### src/rtl/hazard_forward_ctrl_pkg.sv
// Shared definitions for the EX-stage hazard/forwarding controller:
// instruction encodings, forwarding select codes and IR decode helpers.
package hazard_pkg;

    localparam logic [5:0] OP_RTYPE = 6'b000000;
    localparam logic [5:0] OP_ADDI  = 6'b001000;
    localparam logic [5:0] OP_LW    = 6'b100011;
    localparam logic [5:0] OP_SW    = 6'b101011;
    localparam logic [5:0] FN_ADD   = 6'b100000;
    localparam logic [5:0] FN_SUB   = 6'b100010;

    localparam logic [31:0] NOP_WORD = 32'h0000_0000;

    typedef enum logic [1:0] {
        FWD_RF = 2'b00,
        FWD_MM = 2'b01,
        FWD_WB = 2'b10
    } fwd_sel_e;

    typedef struct packed {
        logic [4:0] dest;
        logic       dest_valid;
        logic [4:0] rs;
        logic       rs_used;
        logic [4:0] rt;
        logic       rt_used;
    } instr_fields_t;

    function automatic logic is_alu_rtype(input logic [31:0] ir);
        return (ir[31:26] == OP_RTYPE) && ((ir[5:0] == FN_ADD) || (ir[5:0] == FN_SUB));
    endfunction

    // Register 0 doubles as "no destination", so callers only need a compare with zero.
    function automatic logic [4:0] dest_of(input logic [31:0] ir);
        if (is_alu_rtype(ir)) return ir[15:11];
        if ((ir[31:26] == OP_ADDI) || (ir[31:26] == OP_LW)) return ir[20:16];
        return 5'd0;
    endfunction

    function automatic logic uses_rs(input logic [31:0] ir);
        return is_alu_rtype(ir) || (ir[31:26] == OP_ADDI) ||
               (ir[31:26] == OP_LW) || (ir[31:26] == OP_SW);
    endfunction

    function automatic logic uses_rt(input logic [31:0] ir);
        return is_alu_rtype(ir) || (ir[31:26] == OP_SW);
    endfunction

    // The youngest in-flight producer (currently in EX) takes precedence over MEM.
    function automatic fwd_sel_e fwd_pick(input logic used, input logic [4:0] src,
                                          input instr_fields_t ex_f, input instr_fields_t mm_f);
        if (!used) return FWD_RF;
        if (ex_f.dest_valid && (ex_f.dest == src)) return FWD_MM;
        if (mm_f.dest_valid && (mm_f.dest == src)) return FWD_WB;
        return FWD_RF;
    endfunction

endpackage

### src/rtl/hazard_forward_ctrl_if.sv
// Decode-side and datapath-side signals of the hazard/forwarding controller.
interface hazard_forward_ctrl_if #(parameter int STALL_CNT_W = 16);

    logic [31:0]            id_IR;
    logic                   id_valid;
    logic                   flush;
    logic [31:0]            ex_IR;
    logic [31:0]            m_IR;
    logic [31:0]            w_IR;
    logic [1:0]             fwd_sel_a;
    logic [1:0]             fwd_sel_b;
    logic                   stall;
    logic [STALL_CNT_W-1:0] stall_count;

    modport master (
        output id_IR, id_valid, flush,
        input  ex_IR, m_IR, w_IR, fwd_sel_a, fwd_sel_b, stall, stall_count
    );

    modport slave (
        input  id_IR, id_valid, flush,
        output ex_IR, m_IR, w_IR, fwd_sel_a, fwd_sel_b, stall, stall_count
    );

endinterface

### src/rtl/hazard_forward_ctrl_fields.sv
// Combinational decode of one instruction word into its register usage.
module instr_fields
    import hazard_pkg::*;
(
    input  logic [31:0]   ir,
    output instr_fields_t fields
);

    always_comb begin
        fields.dest       = dest_of(ir);
        fields.dest_valid = (dest_of(ir) != 5'd0);
        fields.rs         = ir[25:21];
        fields.rs_used    = uses_rs(ir);
        fields.rt         = ir[20:16];
        fields.rt_used    = uses_rt(ir);
    end

endmodule

### src/rtl/hazard_forward_ctrl.sv
// Tracks EX/MEM/WB instructions, registers ALU operand forwarding selects
// and raises the one-cycle load-use stall.
module hazard_forward_ctrl
    import hazard_pkg::*;
#(
    parameter int          STALL_CNT_W = 16,
    parameter logic [31:0] NOP_WORD    = hazard_pkg::NOP_WORD
) (
    input  logic                 clock,
    input  logic                 reset,
    hazard_forward_ctrl_if.slave bus
);

    logic [31:0]            ex_ir_q, ex_ir_d;
    logic [31:0]            m_ir_q, m_ir_d;
    logic [31:0]            w_ir_q, w_ir_d;
    fwd_sel_e               fwd_sel_a_q, fwd_sel_a_d;
    fwd_sel_e               fwd_sel_b_q, fwd_sel_b_d;
    logic [STALL_CNT_W-1:0] stall_count_q, stall_count_d;

    logic [31:0]   id_ir;
    instr_fields_t id_f, ex_f, mm_f;
    logic          load_use;
    logic          stall;
    logic          advance;
    logic          unused_fields;

    assign id_ir = bus.id_valid ? bus.id_IR : NOP_WORD;

    instr_fields u_id_fields (.ir(id_ir),   .fields(id_f));
    instr_fields u_ex_fields (.ir(ex_ir_q), .fields(ex_f));
    instr_fields u_mm_fields (.ir(m_ir_q),  .fields(mm_f));

    // A load's data only exists from WB on, so a consumer directly behind it must wait one cycle.
    assign load_use = (ex_ir_q[31:26] == OP_LW) && ex_f.dest_valid &&
                      ((id_f.rs_used && (id_f.rs == ex_f.dest)) ||
                       (id_f.rt_used && (id_f.rt == ex_f.dest)));
    assign stall    = load_use && !bus.flush && !reset;
    assign advance  = !bus.flush && !load_use;

    always_comb begin
        ex_ir_d       = NOP_WORD;
        fwd_sel_a_d   = FWD_RF;
        fwd_sel_b_d   = FWD_RF;
        if (advance) begin
            ex_ir_d     = id_ir;
            fwd_sel_a_d = fwd_pick(id_f.rs_used, id_f.rs, ex_f, mm_f);
            fwd_sel_b_d = fwd_pick(id_f.rt_used, id_f.rt, ex_f, mm_f);
        end
        m_ir_d        = ex_ir_q;
        w_ir_d        = m_ir_q;
        stall_count_d = stall_count_q;
        if (stall && !(&stall_count_q)) begin
            stall_count_d = stall_count_q + STALL_CNT_W'(1);
        end
    end

    always_ff @(posedge clock) begin
        if (reset) begin
            ex_ir_q       <= NOP_WORD;
            m_ir_q        <= NOP_WORD;
            w_ir_q        <= NOP_WORD;
            fwd_sel_a_q   <= FWD_RF;
            fwd_sel_b_q   <= FWD_RF;
            stall_count_q <= '0;
        end else begin
            ex_ir_q       <= ex_ir_d;
            m_ir_q        <= m_ir_d;
            w_ir_q        <= w_ir_d;
            fwd_sel_a_q   <= fwd_sel_a_d;
            fwd_sel_b_q   <= fwd_sel_b_d;
            stall_count_q <= stall_count_d;
        end
    end

    assign bus.ex_IR       = ex_ir_q;
    assign bus.m_IR        = m_ir_q;
    assign bus.w_IR        = w_ir_q;
    assign bus.fwd_sel_a   = fwd_sel_a_q;
    assign bus.fwd_sel_b   = fwd_sel_b_q;
    assign bus.stall       = stall;
    assign bus.stall_count = stall_count_q;

    // Decoded fields that no hazard check needs for that particular stage.
    assign unused_fields = ^{id_f.dest, id_f.dest_valid, ex_f.rs, ex_f.rs_used, ex_f.rt,
                             ex_f.rt_used, mm_f.rs, mm_f.rs_used, mm_f.rt, mm_f.rt_used};

endmodule

### src/flat_wrapper.sv
// flat-port wrapper written by rule: the top's interface ports become plain ports
module hazard_forward_ctrl_flat import hazard_pkg::*;
#(
    parameter int          STALL_CNT_W = 16,
    parameter logic [31:0] NOP_WORD    = hazard_pkg::NOP_WORD
)
  (clock, reset, bus_id_IR, bus_id_valid, bus_flush, bus_ex_IR, bus_m_IR, bus_w_IR, bus_fwd_sel_a, bus_fwd_sel_b, bus_stall, bus_stall_count);
  hazard_forward_ctrl_if #(.STALL_CNT_W(STALL_CNT_W)) bus_i ();
  input  logic clock;
  input  logic reset;
  input wire logic [$bits(bus_i.id_IR)-1:0] bus_id_IR;
  input wire logic [$bits(bus_i.id_valid)-1:0] bus_id_valid;
  input wire logic [$bits(bus_i.flush)-1:0] bus_flush;
  output wire logic [$bits(bus_i.ex_IR)-1:0] bus_ex_IR;
  output wire logic [$bits(bus_i.m_IR)-1:0] bus_m_IR;
  output wire logic [$bits(bus_i.w_IR)-1:0] bus_w_IR;
  output wire logic [$bits(bus_i.fwd_sel_a)-1:0] bus_fwd_sel_a;
  output wire logic [$bits(bus_i.fwd_sel_b)-1:0] bus_fwd_sel_b;
  output wire logic [$bits(bus_i.stall)-1:0] bus_stall;
  output wire logic [$bits(bus_i.stall_count)-1:0] bus_stall_count;
  assign bus_i.id_IR = bus_id_IR;
  assign bus_i.id_valid = bus_id_valid;
  assign bus_i.flush = bus_flush;
  assign bus_ex_IR = bus_i.ex_IR;
  assign bus_m_IR = bus_i.m_IR;
  assign bus_w_IR = bus_i.w_IR;
  assign bus_fwd_sel_a = bus_i.fwd_sel_a;
  assign bus_fwd_sel_b = bus_i.fwd_sel_b;
  assign bus_stall = bus_i.stall;
  assign bus_stall_count = bus_i.stall_count;
  hazard_forward_ctrl #(.STALL_CNT_W(STALL_CNT_W), .NOP_WORD(NOP_WORD)) u_core (.clock(clock), .reset(reset), .bus(bus_i));
endmodule
### config.mk
export PLATFORM = sky130hd
export DESIGN_NAME = hazard_forward_ctrl_flat
export DESIGN_NICKNAME = d
export VERILOG_FILES = /design/src/rtl/hazard_forward_ctrl_pkg.sv /design/src/rtl/hazard_forward_ctrl_if.sv /design/src/rtl/hazard_forward_ctrl_fields.sv /design/src/rtl/hazard_forward_ctrl.sv /design/src/flat_wrapper.sv
export SDC_FILE = /design/constraint.sdc
export NUM_CORES = 1
export LEC_CHECK = 0
export ABC_AREA = 0
export ABC_CLOCK_PERIOD_IN_PS = 4400
export BUFFER_PORTS_ARGS = -buffer_cell sky130_fd_sc_hd__buf_2
export CORE_ASPECT_RATIO = 0.5
export CORE_UTILIZATION = 35
export CTS_BUF_LIST = sky130_fd_sc_hd__clkbuf_2
export CTS_CLUSTER_SIZE = 40
export DETAILED_ROUTE_END_ITERATION = 12
export SLEW_MARGIN = 20
export SYNTH_ARGS = -nofsm -noshare
export SYNTH_HDL_FRONTEND = slang
export SYNTH_SLANG_ARGS = --single-unit
export TNS_END_PERCENT = 20
### constraint.sdc
create_clock -name clock -period 4.4 [get_ports clock]
set_input_delay 0.88 -clock clock [delete_from_list [all_inputs] [get_ports clock]]
set_output_delay 0.88 -clock clock [all_outputs]
set_load 0.1 [all_outputs]
==> flow_metrics.py, run 1 <==
metrics = {
    "pwr": {
        "peakVddDrop_v": 0.0001437,
        "leakage_uw": 0.002678,
        "power.density_nw_per_um2": 362.0,
    },
    "place": {
        "dp_cells": 763,
        "gp_congestion": 0.8316,
        "io_buffers": 152,
        "hpwl_mm": 9.384,
        "pre_cts_ws_ns": 0.4313,
    },
    "route": {
        "firstDrtPassIters": 4,
        "drc": 0,
        "wl_per_cell_um": 15.60,
        "highest-signal-layer": "met4",
        "drtIter0Drc": 318,
        "routed_wl_mm": 12.56,
        "dr_wl_met3_um": 777,
        "wl_met2_mm": 5.791,
        "drt-vias-per-instance": 4.907,
        "drt.antenna.violating_nets": 0,
        "met1Wirelength_mm": 5.851,
        "vias": 3950,
    },
    "final_layout": {
        "syn2layout_area_growth_pct": 30.16,
        "n_fill_cell": 1190,
        "layout_common_cells": "buf_2 (151), dfxtp_1 (113), nor2b_1 (67)",
        "final_cells": 805,
        "antenna_cells": 0,
        "drive_gt1_frac": 0.3484,
        "fin_nets": 664,
        "layout_commonest_cell": "buf_2",
        "fin_util": 0.4794,
    },
    "floorplan": {
        "die-area_um2": 13240,
        "fp.dieW_um": 161.7,
        "ios": 153,
        "rows": 28,
        "die_y_um": 81.86,
        "start_util": 0.3683,
        "core_um2": 12120,
    },
    "yosys": {
        "synthMuxAreaShare": 0.007007,
        "synthAdderAreaFrac": 0.002803,
        "yosys_warnings": 0,
        "synthDistinctLibCells": 55,
        "ys_seq_area_frac": 0.5202,
        "async_flop_share": 0,
        "synth_area_um2": 4464,
        "ys_ff_latch": 116,
        "syn_avg_cell_area_um2": 9.726,
        "synth.net_count": 496,
        "synth_edf_count": 0,
        "yosys.area_share.xor_xnor": 0.01373,
        "synth_top_family_by_area": "simple AND/OR/NAND/NOR gates",
        "synth_compound_area_frac": 0.1295,
        "synthCells": 459,
        "synthSimpleGateAreaFrac": 0.2988,
        "ys.flop_type": "dfxtp_1",
    },
    "critical_path": {
        "arrival_ns": 3.43,
        "startpoint_type": "flip-flop",
        "r2r-start": "u_core.bus.ex_IR[27]",
        "crit_buf_inv": 1,
        "crit_start": "u_core.bus.ex_IR[27]",
        "worstPathRequired_ns": 3.52,
        "r2r_setup_slack_ns": 0.59,
        "path_class": "reg -> out",
        "cpMaxStageDelayCell": "or4b_4",
        "cp_top_family": "compound AO/OA/AOI/OAI gates",
        "cp_cell_sequence": "or4b_4 > a2111oi_4 > o21ai_1 > a2111oi_2 > nor3_2 > a211oi_2 > o21ai_2 > nor2_4 > buf_12",
        "max_stage_delay_ns": 0.59,
        "endpoint_kind": "output port",
        "worstPathMaxFanout": 4,
    },
    "grt": {
        "grt_usage": 0.1888,
        "grt_max_degree": 56,
        "grt_pass1_vias": 3543,
        "overflow": 0,
        "antenna_found_initial": 0,
        "grt_pass1_wl_mm": 18.82,
    },
    "cts": {
        "cts_tree": "done",
        "cts.sinks": 116,
        "clk_pin_slew_ns": 0.23,
        "numCtsBuffers": 17,
        "root_buffer": "clkbuf_2",
        "clk_latency_ns": 0.67,
        "clockBufferDepth": 2,
        "htreeDepth": 4,
    },
    "status": {
        "run_status": "finished clean",
    },
    "timing": {
        "rsz0062_at_grt": "yes",
        "fmax_ghz": 0.2320,
        "fin_crit_sh": 0.9797,
        "maxSlewViolCount": 0,
        "skew_ns": 0.04725,
        "period_minus_slack_ns": 4.311,
        "maxSlewHeadroom": 0.5176,
        "fin_tns_setup_ns": 0,
        "setup_violations": 0,
        "finalHoldViolCount": 0,
        "worst_slack_ns": 0.08912,
        "worst_slew_pin_slew_ns": 0.7193,
    },
    "worst_hold_path": {
        "worstHoldStart": "bus_id_IR[7]",
        "hold_class": "in -> reg",
    },
    "flow_run": {
        "cap_violations": 0,
    },
}
-- cell families (layout without fill, tap and decap cells) --
logic type | after synthesis | count (layout)
XOR/XNOR | 7 | 7
flip-flops | 116 | 116
AO/OA/AOI/OAI | 80 | 80
AND/OR/NAND/NOR | 221 | 221
multiplexers | 3 | 3
buffers and inverters | 31 | 212
adder cells (fa/ha/maj) | 1 | 1
-- synthesized netlist by cell type, drive strengths merged, types with 5 or more instances --
| cell type | count | share of area |
|---|---|---|
| dfxtp | 116 | 0.52 |
| nor2b | 67 | 0.094 |
| o21ai | 28 | 0.031 |
| and2 | 24 | 0.034 |
| nand2 | 19 | 0.016 |
| nor2 | 19 | 0.017 |
| clkbuf | 17 | 0.014 |
| nand3 | 16 | 0.018 |
| a21oi | 15 | 0.017 |
| inv | 12 | 0.010 |
| and3 | 10 | 0.014 |
| nor3 | 10 | 0.011 |
| and4 | 9 | 0.018 |
| or3 | 9 | 0.013 |
| nand4 | 8 | 0.011 |
| or4 | 7 | 0.012 |
| nor4 | 6 | 0.0084 |
| nand4b | 5 | 0.0098 |
| nor4b | 5 | 0.0098 |
| o31ai | 5 | 0.0084 |
| xnor2 | 5 | 0.0098 |
-- final cells by class --
cell class,instances,area (µm²),share of cell area
multi-input combinational,312,2052,0.3531
clock buffer,17,85.08,0.01464
clock inverter,15,195.2,0.03359
timing repair buffer,168,895.9,0.1542
inverter,12,45.04,0.007752
tap,165,206.4,0.03553
sequential,116,2331,0.4012
-- metrics by stage --
stage                     power [µW]  cell area, µm²  hold slack (ns)
after floorplan                 1266            4473           0.7434
after global placement          1325            5425           0.4389
after detailed placement        1325            5425           0.4480
after CTS                       2125            5738           0.3288
after global routing            2191            5811           0.3269
final                           2103            5811           0.3854
-- report_power, final --
group | total [µW] | internal [µW] | switching (µW)
Combinational | 227 | 49.0 | 177
Clock | 798 | 336 | 462
Sequential | 1080 | 1070 | 11.8
Total | 2100 | 1450 | 651
-- timing repair --
| action | 4_1_cts | 5_1_grt |
|---|---|---|
| endpoints found under the setup margin | 1 | 1 |
| buffers inserted | 3 | 7 |
| pin swaps | 3 | 9 |
| endpoints found under the hold margin | 0 | 0 |
| resized for setup | 4 | 5 |
| hold buffers | 0 | 0 |
| gates cloned | 0 | 0 |
-- layer usage --
layer / vias up / GRT usage
met1: 1880 / 0.2498
met4: 0 / 0.08113
li1: 1963 / -
met3: 8 / 0.04798
met2: 99 / 0.2940
met5: - / 0
-- final timing paths --
path | end | depth (start not counted)
min reg2reg | u_core.bus.w_IR[8] | 1
min | u_core.bus.ex_IR[7] | 2
max | bus_stall | 9
max reg2reg | u_core.bus.stall_count[13] | 11
-- registers in the layout, indices dropped and copies added, names as in the netlist --
| signal | cells |
|---|---|
| u_core.bus.ex_IR | 32 |
| u_core.bus.fwd_sel_b | 2 |
| u_core.bus.w_IR | 32 |
| u_core.bus.stall_count | 16 |
| u_core.bus.fwd_sel_a | 2 |
| u_core.bus.m_IR | 32 |
Note: power is estimated with default switching activity, not from simulation.
==> run 2: changes to the inputs <==
Settings changed: HOLD_SLACK_MARGIN from default to 0.02, SETUP_SLACK_MARGIN from default to 0.3.
==> run 2 against run 1 <==
Sequential power is essentially flat. Clock skew shrank 0.013 ns. Final area grew 0.52%. Critical path type unchanged. Largest cell class unchanged. Largest power group unchanged.
==> flow_metrics.py, run 2 (same netlist as run 1, synthesis figures left out) <==
metrics = {
    "critical_path": {
        "endpoint_kind": "output port",
        "worstSetupEndpoint": "bus_stall",
        "r2r_setup_slack_ns": 0.84,
        "worstPathMaxFanout": 4,
        "ff2ff_path_depth": 10,
        "path_class": "reg -> out",
        "r2r-start": "u_core.bus.ex_IR[31]",
        "crit_start": "u_core.bus.ex_IR[31]",
        "worstPathRequired_ns": 3.52,
        "r2r_end": "u_core.bus.stall_count[13]",
        "startpoint_type": "flip-flop",
        "arrival_ns": 3.30,
    },
    "grt": {
        "use_met3": 0.05152,
        "antenna_found_initial": 0,
        "grt_util_met2": 0.3116,
        "grt_usage": 0.1934,
        "grt_pass1_wl_mm": 19.31,
        "met1_usage": 0.2548,
        "busiest_layer": "met2",
        "grt_max_degree": 57,
        "overflow": 0,
        "grt_pass1_vias": 3613,
    },
    "final_layout": {
        "drive_gt1_frac": 0.3568,
        "fin_nets": 663,
        "n_fill_cell": 1218,
        "antenna_cells": 0,
        "final_cells": 804,
        "layout_common_cells": "buf_2 (151), dfxtp_1 (105), nor2b_1 (67)",
        "layout_commonest_cell": "buf_2",
        "syn2layout_area_growth_pct": 30.83,
    },
    "route": {
        "drt-vias-per-instance": 4.909,
        "firstDrtPassIters": 5,
        "wl_per_cell_um": 15.39,
        "routed_wl_mm": 12.37,
        "drtIter0Drc": 213,
        "vias": 3947,
        "drc": 0,
        "drt.antenna.violating_nets": 0,
    },
    "cts": {
        "clk_latency_ns": 0.64,
        "numCtsBuffers": 17,
        "cts_hold_buf": 0,
        "htreeDepth": 4,
        "clockBufferDepth": 2,
        "cts.sinks": 116,
        "clk_pin_slew_ns": 0.20,
        "root_buffer": "clkbuf_2",
        "cts_tree": "done",
    },
    "timing": {
        "fin_crit_sh": 0.9491,
        "period_minus_slack_ns": 4.176,
        "maxSlewHeadroom": 0.4924,
        "finalHoldViolCount": 0,
        "worst_slack_ns": 0.2238,
        "fmax_ghz": 0.2395,
        "maxSlewViolCount": 0,
        "skew_ns": 0.03414,
        "worst_slew_pin_slew_ns": 0.7614,
        "rsz0062_at_grt": "yes",
        "setup_violations": 0,
    },
    "pwr": {
        "p_int_uw": 1551,
        "pwr-share-clk": 0.400,
        "leakage_uw": 0.002681,
        "p_seq_frac": 0.496,
        "power.density_nw_per_um2": 372.5,
        "comb_power_share": 0.104,
        "p_switching_uw": 625.0,
        "power.total_uw": 2176,
        "peakVddDrop_v": 0.0001681,
        "sw_frac_of_total": 0.2872,
    },
    "place": {
        "dp_cells": 764,
        "hpwl_mm": 9.284,
        "io_buffers": 152,
        "gp_congestion": 0.8709,
        "pre_cts_ws_ns": 0.5247,
    },
    "worst_hold_path": {
        "worstHoldStart": "bus_id_IR[6]",
        "hold_class": "in -> reg",
    },
    "status": {
        "run_status": "finished clean",
    },
    "floorplan": {
        "ios": 153,
        "die-area_um2": 13240,
        "core_um2": 12120,
        "die_y_um": 81.86,
        "rows": 28,
        "start_util": 0.3683,
        "fp.dieW_um": 161.7,
    },
    "flow_run": {
        "cap_violations": 0,
    },
}
run 2: what timing repair did:
action                     CTS  global route
buffers inserted             8             0
setup endpoints to repair    1             1
pin swaps                    8             0
resized for setup            6             0
run 2: final cells by class:
cell class              instances  area, µm²  share of cell area
inverters                      12      45.04            0.007712
multi-input cells             312       2044              0.3500
well taps                     165      206.4             0.03535
clock inverters                15      227.7             0.03899
flip-flops and latches        116       2344              0.4012
repair buffers                167      888.4              0.1521
clock buffers                  17      85.08             0.01457
run 2: worst min-delay path by stage:
stage / endpoint / depth (start not counted) / slack [ns]
floorplan: u_core.bus.m_IR[29] / 1 / 0.65
global placement: u_core.bus.m_IR[1] / 1 / 0.44
detailed placement: u_core.bus.w_IR[25] / 1 / 0.44
CTS: u_core.bus.ex_IR[6] / 2 / 0.35
global route: u_core.bus.ex_IR[10] / 2 / 0.33
finish: u_core.bus.ex_IR[6] / 2 / 0.43
run 2: through the flow:
stage / utilization / cell area (µm²) / setup TNS (ns) / hold slack, ns
2_1_floorplan: - / 4488 / 0 / 0.6519
3_3_place_gp: 0.4494 / 5448 / 0 / 0.4383
3_5_place_dp: 0.4494 / 5448 / 0 / 0.4422
4_1_cts: 0.4813 / 5834 / 0 / 0.3507
5_1_grt: 0.4818 / 5841 / -0.02919 / 0.3294
6_report: 0.4818 / 5841 / 0 / 0.4266
run 2: worst max-delay path, cell delays in order, from the launching register on:
cell       delay (ns)
dfxtp_4          0.38
or4b_4           0.59
a2111oi_4        0.39
o21ai_1          0.15
a2111oi_2        0.30
nor3_1           0.13
a211oi_2         0.31
o21ai_2          0.14
nor2_4           0.12
buf_12           0.18
run 2: per-layer routing:
layer  vias to the layer above  routed length, µm
met3                        14                635
met5                         -                  0
met1                      1867               5842
li1                       1970                  -
met4                         0                171
met2                        96               5721
run 2: power groups by stage:
stage | logic [µW] | clock network, µW | registers [µW]
2_1_floorplan | 54.0 | 0 | 1210
3_3_place_gp | 224 | 0 | 1100
3_5_place_dp | 224 | 0 | 1100
4_1_cts | 226 | 895 | 1080
5_1_grt | 238 | 947 | 1080
6_report | 226 | 871 | 1080
==> run 3: changes to the inputs <==
Settings changed: ABC_CLOCK_PERIOD_IN_PS 4400 to 4910.
Clock period 4.4 ns to 4.91 ns, I/O delays scaled along.
==> run 3 against run 2 <==
Clock power decreased by 12%. Sequential share of layout area increased by 0.14 points. Critical path depth stayed put. Combinational power decreased by 11%. Clock skew shrank 0.012 ns. Critical endpoint unchanged. Core utilization is 0.42 points lower. Sequential power is 10% lower. Die area is the same.
==> flow_metrics.py, run 3 (same netlist as run 1, synthesis figures left out) <==
metrics = {
    "grt": {
        "grt_usage": 0.1861,
        "grt_max_degree": 82,
        "antenna_found_initial": 0,
        "grt_pass1_wl_mm": 18.62,
        "overflow": 0,
        "grt_pass1_vias": 3590,
    },
    "cts": {
        "cts_tree": "done",
        "clockBufferDepth": 2,
        "htreeDepth": 4,
        "root_buffer": "clkbuf_2",
        "cts.sinks": 116,
        "cts_hold_buf": 0,
        "clk_latency_ns": 0.66,
        "clk_pin_slew_ns": 0.20,
        "numCtsBuffers": 17,
    },
    "timing": {
        "fmax_ghz": 0.2245,
        "finalHoldViolCount": 0,
        "rsz0062_at_grt": "no",
        "maxSlewHeadroom": 0.4521,
        "maxSlewViolCount": 0,
        "fin_tns_setup_ns": 0,
        "setup_violations": 0,
        "worst_slew_pin_slew_ns": 0.8218,
        "skew_ns": 0.02253,
        "period_minus_slack_ns": 4.454,
        "fin_crit_sh": 0.9071,
    },
    "floorplan": {
        "die_y_um": 81.86,
        "fp.dieW_um": 161.7,
        "core_um2": 12120,
        "die-area_um2": 13240,
        "rows": 28,
        "start_util": 0.3683,
        "ios": 153,
    },
    "status": {
        "run_status": "finished clean",
    },
    "pwr": {
        "power.total_uw": 1934,
        "pwr-share-clk": 0.396,
        "leakage_uw": 0.002657,
        "power.density_nw_per_um2": 334.1,
        "p_int_uw": 1350,
        "sw_frac_of_total": 0.3022,
        "comb_power_share": 0.104,
        "peakVddDrop_v": 0.0001310,
        "p_seq_frac": 0.500,
        "p_switching_uw": 584.4,
    },
    "critical_path": {
        "startpoint_type": "flip-flop",
        "arrival_ns": 3.47,
        "worstPathMaxFanout": 5,
        "endpoint_kind": "output port",
        "path_class": "reg -> out",
        "worstPathRequired_ns": 3.93,
    },
    "route": {
        "drt-vias-per-instance": 4.919,
        "vias": 3935,
        "drt.antenna.violating_nets": 0,
        "drtIter0Drc": 352,
        "drc": 0,
        "routed_wl_mm": 12.36,
        "wl_per_cell_um": 15.46,
        "firstDrtPassIters": 4,
    },
    "final_layout": {
        "syn2layout_area_growth_pct": 29.68,
        "layout_common_cells": "buf_2 (151), dfxtp_1 (113), nor2b_1 (67)",
        "regArea_um2": 2331,
        "fin_util": 0.4776,
        "layout_commonest_cell": "buf_2",
        "fin_nets": 659,
        "multi_input_area_um2": 2046,
        "antenna_cells": 0,
        "n_fill_cell": 1244,
        "drive_gt1_frac": 0.3433,
    },
    "worst_hold_path": {
        "hold_class": "reg -> reg",
    },
    "place": {
        "gp_congestion": 0.8672,
        "io_buffers": 152,
        "hpwl_mm": 9.226,
    },
    "flow_run": {
        "cap_violations": 0,
    },
}
-- run 3: cell count changes in the layout (fill, tap and decap cells not counted), sizes merged --
cell and change:
inv +4, bufinv -1, clkinv -3, buf -4
-- run 3: cell type report --
type	instances	share of cell area
Clock buffer	17	0.01470
Clock inverter	15	0.03761
Timing Repair Buffer	163	0.1483
Tap cell	165	0.03566
Multi-Input combinational cell	312	0.3534
Sequential cell	116	0.4026
Inverter	12	0.007780
-- run 3: repair_timing --
action	in CTS	in global routing
resized for setup	3	12
setup buffers	1	5
pin swaps	2	6
endpoints found under the setup margin	1	1
-- run 3: power by group through the flow --
stage	registers, µW	logic, µW	clock network [µW]
after global routing	969	212	830
after detailed placement	987	200	0
final	967	202	766
after floorplan	1090	48.5	0
after CTS	968	200	783
after global placement	986	200	0
-- run 3: metal layers --
metal  GRT usage  share of wire  vias to the layer above  wire length [µm]
met4     0.05566         0.0098                        0               121
met2      0.3009           0.45                      104              5554
li1            -              -                     1955                 -
met1      0.2437           0.49                     1863              6048
met5           0              0                        -                 0
met3     0.05152          0.052                       13               639
-- run 3: path summary, 6_finish.rpt --
kind / from / endpoint / slack (ns) / cells after the start
max: u_core.bus.ex_IR[27] / bus_stall / 0.46 / 9
min: u_core.bus.ex_IR[23] / u_core.bus.m_IR[23] / 0.47 / 1
max reg2reg: u_core.bus.ex_IR[27] / u_core.bus.stall_count[13] / 1.23 / 10
min reg2reg: u_core.bus.ex_IR[23] / u_core.bus.m_IR[23] / 0.47 / 1
-- run 3: critical path, stage by stage, from the launching register on --
cell and delay, ns:
dfxtp_4 0.40, or4b_4 0.59, a2111oi_4 0.47, nor2_2 0.09
or4_1 0.47, nand3b_1 0.12, and4_4 0.27, o21ai_2 0.09
nor2_4 0.14, buf_12 0.18
-- run 3: metrics by stage --
| stage | cell area, µm² | worst slack (ns) | std cells | hold slack (ns) |
|---|---|---|---|---|
| 4_1_cts | 5718 | 0.3227 | 795 | 0.4299 |
| 5_1_grt | 5789 | 0.2990 | 800 | 0.3975 |
| 3_5_place_dp | 5401 | 0.5786 | 762 | 0.4457 |
| 2_1_floorplan | 4472 | 0.3361 | 459 | 0.9417 |
| 6_report | 5789 | 0.4561 | 800 | 0.4650 |
| 3_3_place_gp | 5401 | 0.6882 | 762 | 0.4411 |
